===== config.mk =====
export PLATFORM = sky130hd
export DESIGN_NAME = fifo_req_ack_resp
export DESIGN_NICKNAME = d
export VERILOG_FILES = /design/src/rtl/fifo_pkg.sv /design/src/rtl/fifo_ram_2p.sv /design/src/rtl/fifo_req_ack_resp.sv
export SDC_FILE = /design/constraint.sdc
export NUM_CORES = 1
export LEC_CHECK = 0
export BUFFER_PORTS_ARGS = -buffer_cell sky130_fd_sc_hd__buf_2
export CORE_AREA = 2 2 211 213
export DETAILED_ROUTE_END_ITERATION = 8
export DIE_AREA = 0 0 213 215
export PLACE_DENSITY_LB_ADDON = 0.12
export SYNTH_ARGS = -nofsm -noshare
export SYNTH_HDL_FRONTEND = slang
export SYNTH_HIERARCHICAL = 1
export SYNTH_SLANG_ARGS = --single-unit

===== constraint.sdc =====
create_clock -name clk -period 4.2 [get_ports clk]
set_input_delay 0.21 -clock clk [delete_from_list [all_inputs] [get_ports clk]]
set_output_delay 0.21 -clock clk [all_outputs]
set_load 0.02 [all_outputs]

===== src/rtl/fifo_pkg.sv =====
// Shared defaults and the per-port transfer mode for the req/ack FIFO.
package fifo_pkg;

  localparam int FIFO_DEF_WIDTH = 32;
  localparam int FIFO_DEF_DEPTH = 16;

  typedef enum logic {
    FIFO_HANDSHAKE = 1'b0,
    FIFO_STREAM    = 1'b1
  } fifo_mode_e;

endpackage


===== src/rtl/fifo_ram_2p.sv =====
// Storage array: one synchronous write port and one asynchronous read port.
module fifo_ram_2p
  import fifo_pkg::*;
#(
  parameter int WIDTH = FIFO_DEF_WIDTH,
  parameter int DEPTH = FIFO_DEF_DEPTH,
  localparam int AW = $clog2(DEPTH)
) (
  input  logic             clk,
  input  logic             we,
  input  logic [AW-1:0]    waddr,
  input  logic [WIDTH-1:0] wdata,
  input  logic [AW-1:0]    raddr,
  output logic [WIDTH-1:0] rdata
);

  logic [WIDTH-1:0] mem_q [DEPTH];

  always_ff @(posedge clk) begin
    if (we) mem_q[waddr] <= wdata;
  end

  assign rdata = mem_q[raddr];

endmodule


===== src/rtl/fifo_req_ack_resp.sv =====
// Responding end of the push/pop req/ack handshake: pointers, count and the two
// port controllers around a 2-port RAM. Each port runs handshake or stream mode.
module fifo_req_ack_resp
  import fifo_pkg::*;
#(
  parameter int WIDTH = FIFO_DEF_WIDTH,
  parameter int DEPTH = FIFO_DEF_DEPTH
) (
  input  logic             clk,
  input  logic             rstn,
  input  logic             push_req,
  input  logic [WIDTH-1:0] push_data_in,
  input  logic             push_stream_mode,
  output logic             push_ack,
  output logic             push_ack_pulse,
  output logic             push_fifo_full,
  input  logic             pop_req,
  input  logic             pop_stream_mode,
  output logic             pop_ack,
  output logic             pop_ack_pulse,
  output logic [WIDTH-1:0] pop_data_out,
  output logic             pop_fifo_empty
);

  localparam int AW = $clog2(DEPTH);
  localparam int CW = AW + 1;
  localparam logic [CW-1:0] DEPTH_C = CW'(DEPTH);

  // Handshake rules (both ports):
  //   handshake mode: a request is taken at an edge where req && !ack && room/data;
  //                   ack is high for exactly the following cycle.
  //   stream mode:    ack is a registered ready/valid; a transfer happens at every
  //                   edge where req && ack.
  fifo_mode_e push_mode, pop_mode;
  assign push_mode = fifo_mode_e'(push_stream_mode);
  assign pop_mode  = fifo_mode_e'(pop_stream_mode);

  logic [AW-1:0]    wr_ptr_q, wr_ptr_d, rd_ptr_q, rd_ptr_d, ram_raddr;
  logic [CW-1:0]    count_q, count_d;
  logic             push_ack_q, push_ack_d, push_pulse_q, push_pulse_d;
  logic             pop_ack_q, pop_ack_d, pop_pulse_q, pop_pulse_d;
  logic             full_q, full_d, empty_q, empty_d;
  logic [WIDTH-1:0] pop_data_q, pop_data_d, ram_rdata;
  logic             push_commit, pop_commit;

  always_comb begin
    push_commit = 1'b0;
    pop_commit  = 1'b0;
    if (push_req && !full_q) begin
      push_commit = (push_mode == FIFO_STREAM) ? push_ack_q : !push_ack_q;
    end
    if (pop_req && !empty_q) begin
      pop_commit = (pop_mode == FIFO_STREAM) ? pop_ack_q : !pop_ack_q;
    end
  end

  always_comb begin
    wr_ptr_d = wr_ptr_q + AW'(push_commit);
    rd_ptr_d = rd_ptr_q + AW'(pop_commit);
    count_d  = count_q + CW'(push_commit) - CW'(pop_commit);
    full_d   = (count_d == DEPTH_C);
    empty_d  = (count_d == '0);
    push_pulse_d = push_commit;
    pop_pulse_d  = pop_commit;
    push_ack_d = (push_mode == FIFO_STREAM) ? (count_d < DEPTH_C) : push_commit;
    pop_ack_d  = (pop_mode == FIFO_STREAM) ? (count_d != '0) : pop_commit;
  end

  // Stream mode looks ahead to the post-edge head; handshake reads the current head.
  assign ram_raddr = (pop_mode == FIFO_STREAM) ? rd_ptr_d : rd_ptr_q;

  always_comb begin
    pop_data_d = pop_data_q;
    if (pop_mode == FIFO_STREAM) begin
      if (count_d != '0) begin
        // A write landing in the slot that becomes head is not in the RAM yet.
        pop_data_d = (push_commit && (wr_ptr_q == rd_ptr_d)) ? push_data_in : ram_rdata;
      end
    end else if (pop_commit) begin
      pop_data_d = ram_rdata;
    end
  end

  fifo_ram_2p #(.WIDTH(WIDTH), .DEPTH(DEPTH)) u_ram (
    .clk   (clk),
    .we    (push_commit && rstn),
    .waddr (wr_ptr_q),
    .wdata (push_data_in),
    .raddr (ram_raddr),
    .rdata (ram_rdata)
  );

  always_ff @(posedge clk) begin
    if (!rstn) begin
      wr_ptr_q     <= '0;
      rd_ptr_q     <= '0;
      count_q      <= '0;
      push_ack_q   <= 1'b0;
      push_pulse_q <= 1'b0;
      pop_ack_q    <= 1'b0;
      pop_pulse_q  <= 1'b0;
      pop_data_q   <= '0;
      full_q       <= 1'b0;
      empty_q      <= 1'b1;
    end else begin
      wr_ptr_q     <= wr_ptr_d;
      rd_ptr_q     <= rd_ptr_d;
      count_q      <= count_d;
      push_ack_q   <= push_ack_d;
      push_pulse_q <= push_pulse_d;
      pop_ack_q    <= pop_ack_d;
      pop_pulse_q  <= pop_pulse_d;
      pop_data_q   <= pop_data_d;
      full_q       <= full_d;
      empty_q      <= empty_d;
    end
  end

  assign push_ack       = push_ack_q;
  assign push_ack_pulse = push_pulse_q;
  assign push_fifo_full = full_q;
  assign pop_ack        = pop_ack_q;
  assign pop_ack_pulse  = pop_pulse_q;
  assign pop_data_out   = pop_data_q;
  assign pop_fifo_empty = empty_q;

  push_mode_stable: assert property (@(posedge clk) disable iff (!rstn)
    push_req |-> $stable(push_stream_mode));
  pop_mode_stable: assert property (@(posedge clk) disable iff (!rstn)
    pop_req |-> $stable(pop_stream_mode));

endmodule


==> results.sh, run 1 <==
export IMPL_outcome="finished, final reports clean"
export IMPL_hold_viol=0
export IMPL_num_vias=10536
export IMPL_seqCellArea_um2=16400
export IMPL_instances_no_fill=1807
export IMPL_first_pass_iters=5
export IMPL_critPathRequiredTime_ps=4730
export IMPL_synth_most_common_cell="edfxtp_1"
export IMPL_setup_viol=0
export IMPL_cp_max_fo=18
export IMPL_place_hpwl_um=25400
export IMPL_syn_to_final_growth_pct=16.2
export IMPL_relSlewSlack=0.293
export IMPL_boundaryPins=76
export IMPL_grt_pass1_vias=10985
export IMPL_synth_yosys_seq_area_share=0.749
export IMPL_first_iter_violations=788
export IMPL_cellPowerDensity_nw_per_um2=558
export IMPL_grt_pass1_wl_um=70900
export IMPL_die_area_um2=45800
export IMPL_grt_overflow_total=0
export IMPL_wl_um=47600
export IMPL_ys_flop_type="edfxtp_1"
export IMPL_drive_gt1_frac=0.324
export IMPL_final_max_slew_viol_count=0
export IMPL_maxCapViolations=0
export IMPL_crit_chain="nand2b_1 > nor2_2 > xor2_1 > ha_1 > fa_1 > or3_1 > a2111o_1 > o311a_1 > a211oi_2 > and2_4 > buf_12 > o2bb2ai_2"
export IMPL_rows=77
export IMPL_multiInputGateArea_um2=5200
export IMPL_met3_length_um=2180
export IMPL_drc=0
export IMPL_fin_ws_ps=597
export IMPL_rsz0062_at_grt="false"
export IMPL_grt_max_degree=45
export IMPL_pre_cts_slack_ps=532
export IMPL_tightestPinTransition_ps=1060
export IMPL_avgSynthCellArea_um2=21.6
export IMPL_htree_levels=2
export IMPL_cpPeakStageDelay_ps=470
export IMPL_start_kind="flip-flop"
export IMPL_skew_ps=24.0
export IMPL_max_clock_freq_ghz=0.278
export IMPL_clk_latency_ps=620
export IMPL_critPathKind="flip-flop to flip-flop"
export IMPL_root_buffer="clkbuf_16"
export IMPL_cts_buffers=57
export IMPL_port_buffers=75
export IMPL_ys_async_sr_fraction=0
export IMPL_ant_nets=0
export IMPL_gr_usage_all_layers=0.215
export IMPL_start_util=0.502
export IMPL_cp_arrival_ps=4130
export IMPL_nets=1211
export IMPL_hp_class="input port to flip-flop"
export IMPL_cts_tree="yes"
export IMPL_synth_area_leaders="edfxtp_1 70%, mux4_2 13%, dfxtp_1 4.7%"
export IMPL_core_um2=43600
export IMPL_synth_cells=1014
export IMPL_routabilityCongestion=0.705
export IMPL_setup_tns_ps=0
export IMPL_wl_per_cell_um=26.4
export IMPL_netlist_area_um2=21900
export IMPL_synth_top_area_frac=0.702
export IMPL_synth_fp_nets=1060
export IMPL_synth_seq_cells=563
export IMPL_met1_length_um=20700
export IMPL_netlist_top_cell_by_area="edfxtp_1"
export IMPL_viasPerCell=5.83
export IMPL_vdd_drop_max_mv=0.389
export IMPL_post_route_period_util=0.858
export IMPL_cts_setup_buffers=0
export IMPL_dp_cells=1663
export IMPL_die_h_um=215
export IMPL_cp_end_kind="flip-flop"
export IMPL_antenna_found_initial=2
export IMPL_clock_sinks=563
export IMPL_nFillCells=3237
export IMPL_path_clk_slew_ps=60
export IMPL_synth_commonest_cells="512 x edfxtp_1, 128 x mux4_2, 64 x a22oi_1"
export IMPL_top_layer="met5"
export IMPL_ys_warnings_count=6
export IMPL_p_leak_nw=8.36
export IMPL_clock_path_buffers=3
export IMPL_route_met2_wl_um=23900
export IMPL_ys_types=46
export IMPL_die_w_um=213
export IMPL_synth_edff_count=512
export IMPL_period_needed_ps=3600
export IMPL_critPathSlowestCell="fa_1"
## worst paths after layout
check                                                      to  cells past startpoint                          start  slack, ps
worst max-delay path             pop_data_out[3]$_SDFFE_PN0P_                     12      pop_fifo_empty$_SDFF_PN1_        600
worst min-delay path                 pop_ack_pulse$_SDFF_PN0_                      4                        pop_req        170
worst max register to register   pop_data_out[3]$_SDFFE_PN0P_                     12      pop_fifo_empty$_SDFF_PN1_        600
worst min register to register  pop_data_out[19]$_SDFFE_PN0P_                      1  pop_data_out[19]$_SDFFE_PN0P_        480
## cell type report
class / instances / share of cell area
clock buffers: 85 / 0.0657
diodes: 1 / 0.0000984
clock inverters: 23 / 0.00851
repair buffers: 149 / 0.0469
multi-input cells: 390 / 0.205
well taps: 592 / 0.0291
flip-flops and latches: 563 / 0.644
inverters: 4 / 0.000590
## kinds of logic (layout without fill, tap and decap cells)
group	count (synthesis)	count (layout)	share of synthesized area
other	0	1	0
and+or+nand+nor	97	97	0.0229
xor gates and xnor gates	19	19	0.00886
adders and majority gates	8	8	0.00492
AOI/OAI and AO/OA	105	105	0.0468
DFF	563	563	0.749
muxes	161	161	0.147
buffers and inverters	61	261	0.0207
## power by group
part	switching (mW)	internal, mW	total [mW]
registers	0.152	6.32	6.47
logic	1.42	1.29	2.71
clock network	2.09	2.93	5.02
## cell usage in the layout, fill, tap and decap left out, drive strengths merged, types with 3 or more instances in the layout
master	count
edfxtp	512
mux4	128
buf	114
clkbuf	85
a22oi	64
dfxtp	51
nand2	38
dlygate4sd3	35
mux2i	32
o2bb2ai	32
and2	19
clkinv	17
nor2	15
xnor2	9
xor2	8
ha	7
nor3	6
nand2b	5
inv	5
nand3	3
bufinv	3
nor2b	3
## through the flow
| step | power [mW] | hold slack [ps] | cell area (um^2) | utilization |
|---|---|---|---|---|
| floorplan | 8.76 | 309 | 21900 | - |
| global placement | 9.29 | 473 | 23200 | 0.532 |
| detailed placement | 9.32 | 471 | 23200 | 0.532 |
| CTS | 14.4 | 144 | 25400 | 0.583 |
| global route | 14.8 | 209 | 25400 | 0.583 |
| finish | 14.2 | 175 | 25400 | 0.583 |
## sequential cells by signal (all words and copies together), names as in the netlist, 4 cells and up
| name | cells |
|---|---|
| wr_ptr_q | 4 |
| count_q | 5 |
| u_ram/mem_q | 512 |
| rd_ptr_q | 4 |
| pop_data_out | 32 |
## critical path: cells and delay by family (launching register included)
kind	cells	cell delay (ps)
buffers and inverters	1	260
AO/OA/AOI/OAI	4	820
adder cells (fa/ha/maj)	2	690
AND/OR/NAND/NOR	4	1260
flip-flops	1	300
XOR/XNOR	1	200
## what timing repair did
item / 4_1_cts / 5_1_grt
endpoints found under the hold margin: 502 / 0
resized for setup: 0 / 0
hold buffers: 35 / 0
## layer usage
layer	vias to the layer above	GRT usage
met4	2	0.0490
met3	69	0.0364
met2	275	0.352
met1	5648	0.306
li1	4542	-
met5	-	0
Power figures use the tool's default switching activity.
==> inputs of run 2 (changes only) <==
- ABC_CLOCK_PERIOD_IN_PS: unset -> 4150
- CORE_AREA: 2 2 211 213 -> 2 2 193 232
- DIE_AREA: 0 0 213 215 -> 0 0 195 234
- clock period: 4.2 -> 4.15 ns (I/O delays scaled with it)
==> results.sh, run 2 (synthesized netlist as in run 1, its figures left out) <==
export IMPL_drive_gt1_frac=0.315
export IMPL_first_iter_violations=721
export IMPL_wl_per_cell_um=27.0
export IMPL_gr_usage_all_layers=0.210
export IMPL_p_sw_mw=3.56
export IMPL_final_max_slew_viol_count=0
export IMPL_setup_viol=0
export IMPL_cts_tree="yes"
export IMPL_clk_latency_ps=570
export IMPL_instances_no_fill=1737
export IMPL_postCtsHoldBufs=13
export IMPL_cellPowerDensity_nw_per_um2=554
export IMPL_period_needed_ps=3560
export IMPL_cp_max_fo=20
export IMPL_placed_cell_area_um2=23100
export IMPL_wl_um=46900
export IMPL_outcome="finished, final reports clean"
export IMPL_grt_pass1_vias=10688
export IMPL_critPathKind="flip-flop to flip-flop"
export IMPL_die_h_um=234
export IMPL_cts_resized_gates=0
export IMPL_start_util=0.503
export IMPL_p_leak_nw=8.12
export IMPL_skew_ps=11.9
export IMPL_final_cell_mix="512 x edfxtp_1, 128 x mux4_2, 75 x buf_2"
export IMPL_path_clk_slew_ps=60
export IMPL_num_vias=10300
export IMPL_vdd_drop_max_mv=0.448
export IMPL_rows=84
export IMPL_core_um2=43500
export IMPL_grt_overflow_total=0
export IMPL_p_comb_frac=0.196
export IMPL_die_w_um=195
export IMPL_swShare=0.258
export IMPL_internal_power_mw=10.2
export IMPL_tightestPinTransition_ps=1080
export IMPL_pwr_share_seq=0.475
export IMPL_port_buffers=75
export IMPL_final_cell_area_um2=24900
export IMPL_cp_arrival_ps=4060
export IMPL_clock_power_share=0.329
export IMPL_die_area_um2=45600
export IMPL_cts_buffers=53
export IMPL_seqCellArea_um2=16400
export IMPL_routabilityCongestion=0.731
export IMPL_first_pass_iters=5
export IMPL_start_kind="flip-flop"
export IMPL_multiInputGateArea_um2=5200
export IMPL_viasPerCell=5.93
export IMPL_max_clock_freq_ghz=0.281
export IMPL_rsz0062_at_grt="false"
export IMPL_grt_pass1_wl_um=69200
export IMPL_r2r_cells=12
export IMPL_place_hpwl_um=24700
export IMPL_cp_end_kind="flip-flop"
export IMPL_hp_class="input port to flip-flop"
export IMPL_drc=0
export IMPL_grt_max_degree=85
export IMPL_maxCapViolations=0
export IMPL_nFillCells=3280
export IMPL_largest_reg_flops=512
export IMPL_clock_path_buffers=3
export IMPL_dp_cells=1626
export IMPL_htree_levels=2
export IMPL_syn_to_final_growth_pct=13.8
export IMPL_critPathRequiredTime_ps=4650
export IMPL_ant_nets=0
export IMPL_largest_register="u_ram/mem_q"
export IMPL_post_route_period_util=0.857
export IMPL_final_common_cell="edfxtp_1"
export IMPL_hold_path_cell_count=1
export IMPL_boundaryPins=76
export IMPL_crit_path_start="pop_ack$_SDFF_PN0_"
export IMPL_antenna_found_initial=2
export IMPL_clock_sinks=563
export IMPL_relSlewSlack=0.281
export IMPL_root_buffer="clkbuf_16"
export IMPL_hp_start="push_data_in[19]"
export IMPL_insertedDiodeCount=0
export IMPL_cts_setup_buffers=0
export IMPL_hold_viol=0
export IMPL_setup_tns_ps=0
export IMPL_nets=1181
export IMPL_timing_rr_start="pop_ack$_SDFF_PN0_"
export IMPL_total_power_mw=13.8
## run 2: cell types whose count changed in the layout (fill, tap and decap cells not counted), moves of 4 or more
cell | before | now
dlygate4sd3_1 | 35 | 13
clkbuf_8 | 14 | 8
buf_4 | 25 | 20
clkbuf_1 | 14 | 19
clkinv_2 | 11 | 7
## run 2: power by group through the flow
| stage | registers (mW) | clock network (mW) | logic, mW |
|---|---|---|---|
| global route | 6.56 | 4.86 | 2.94 |
| finish | 6.54 | 4.53 | 2.71 |
| CTS | 6.55 | 4.64 | 2.77 |
| floorplan | 6.76 | 0 | 2.10 |
| global placement | 6.66 | 0 | 2.73 |
| detailed placement | 6.66 | 0 | 2.75 |
## run 2: area by class of cell
type                            count  area share
Tap cell                          559      0.0281
Sequential cell                   563       0.658
Multi-Input combinational cell    390       0.209
Timing Repair Buffer              123      0.0384
Clock buffer                       82      0.0625
Clock inverter                     16     0.00311
Inverter                            4    0.000603
## run 2: final timing paths
| path | endpoint | slack (ps) |
|---|---|---|
| worst max-delay path | pop_data_out[30]$_SDFFE_PN0P_ | 590 |
| worst min-delay path | u_ram/mem_q[6][19]$_DFFE_PP_ | 20 |
| worst min register to register | pop_data_out[24]$_SDFFE_PN0P_ | 470 |
| worst max register to register | pop_data_out[30]$_SDFFE_PN0P_ | 590 |
## run 2: per-stage QoR
step	worst slack, ps	utilization	hold WS (ps)
floorplan	255	-	306
global placement	598	0.532	444
detailed placement	531	0.532	449
CTS	585	0.572	0.586
global route	421	0.572	17.4
finish	594	0.572	21.5
## run 2: per-layer routing
metal  up-vias  wire [um]  GRT usage
met2       270      23400      0.348
met5         -         28          0
met3        67       2360     0.0332
li1       4465          -          -
met1      5494      20400      0.297
met4         4        757     0.0503
## run 2: worst max-delay path: stages, from the launching register on
cell and delay [ps]:
dfxtp_1 330, xor2_1 190, nor2_2 280, xor2_1 190, ha_1 210, fa_1 470, or3_1 330, a2111o_1 340
o311a_1 130, a211oi_2 220, and2_4 400, buf_12 270, o2bb2ai_2 120
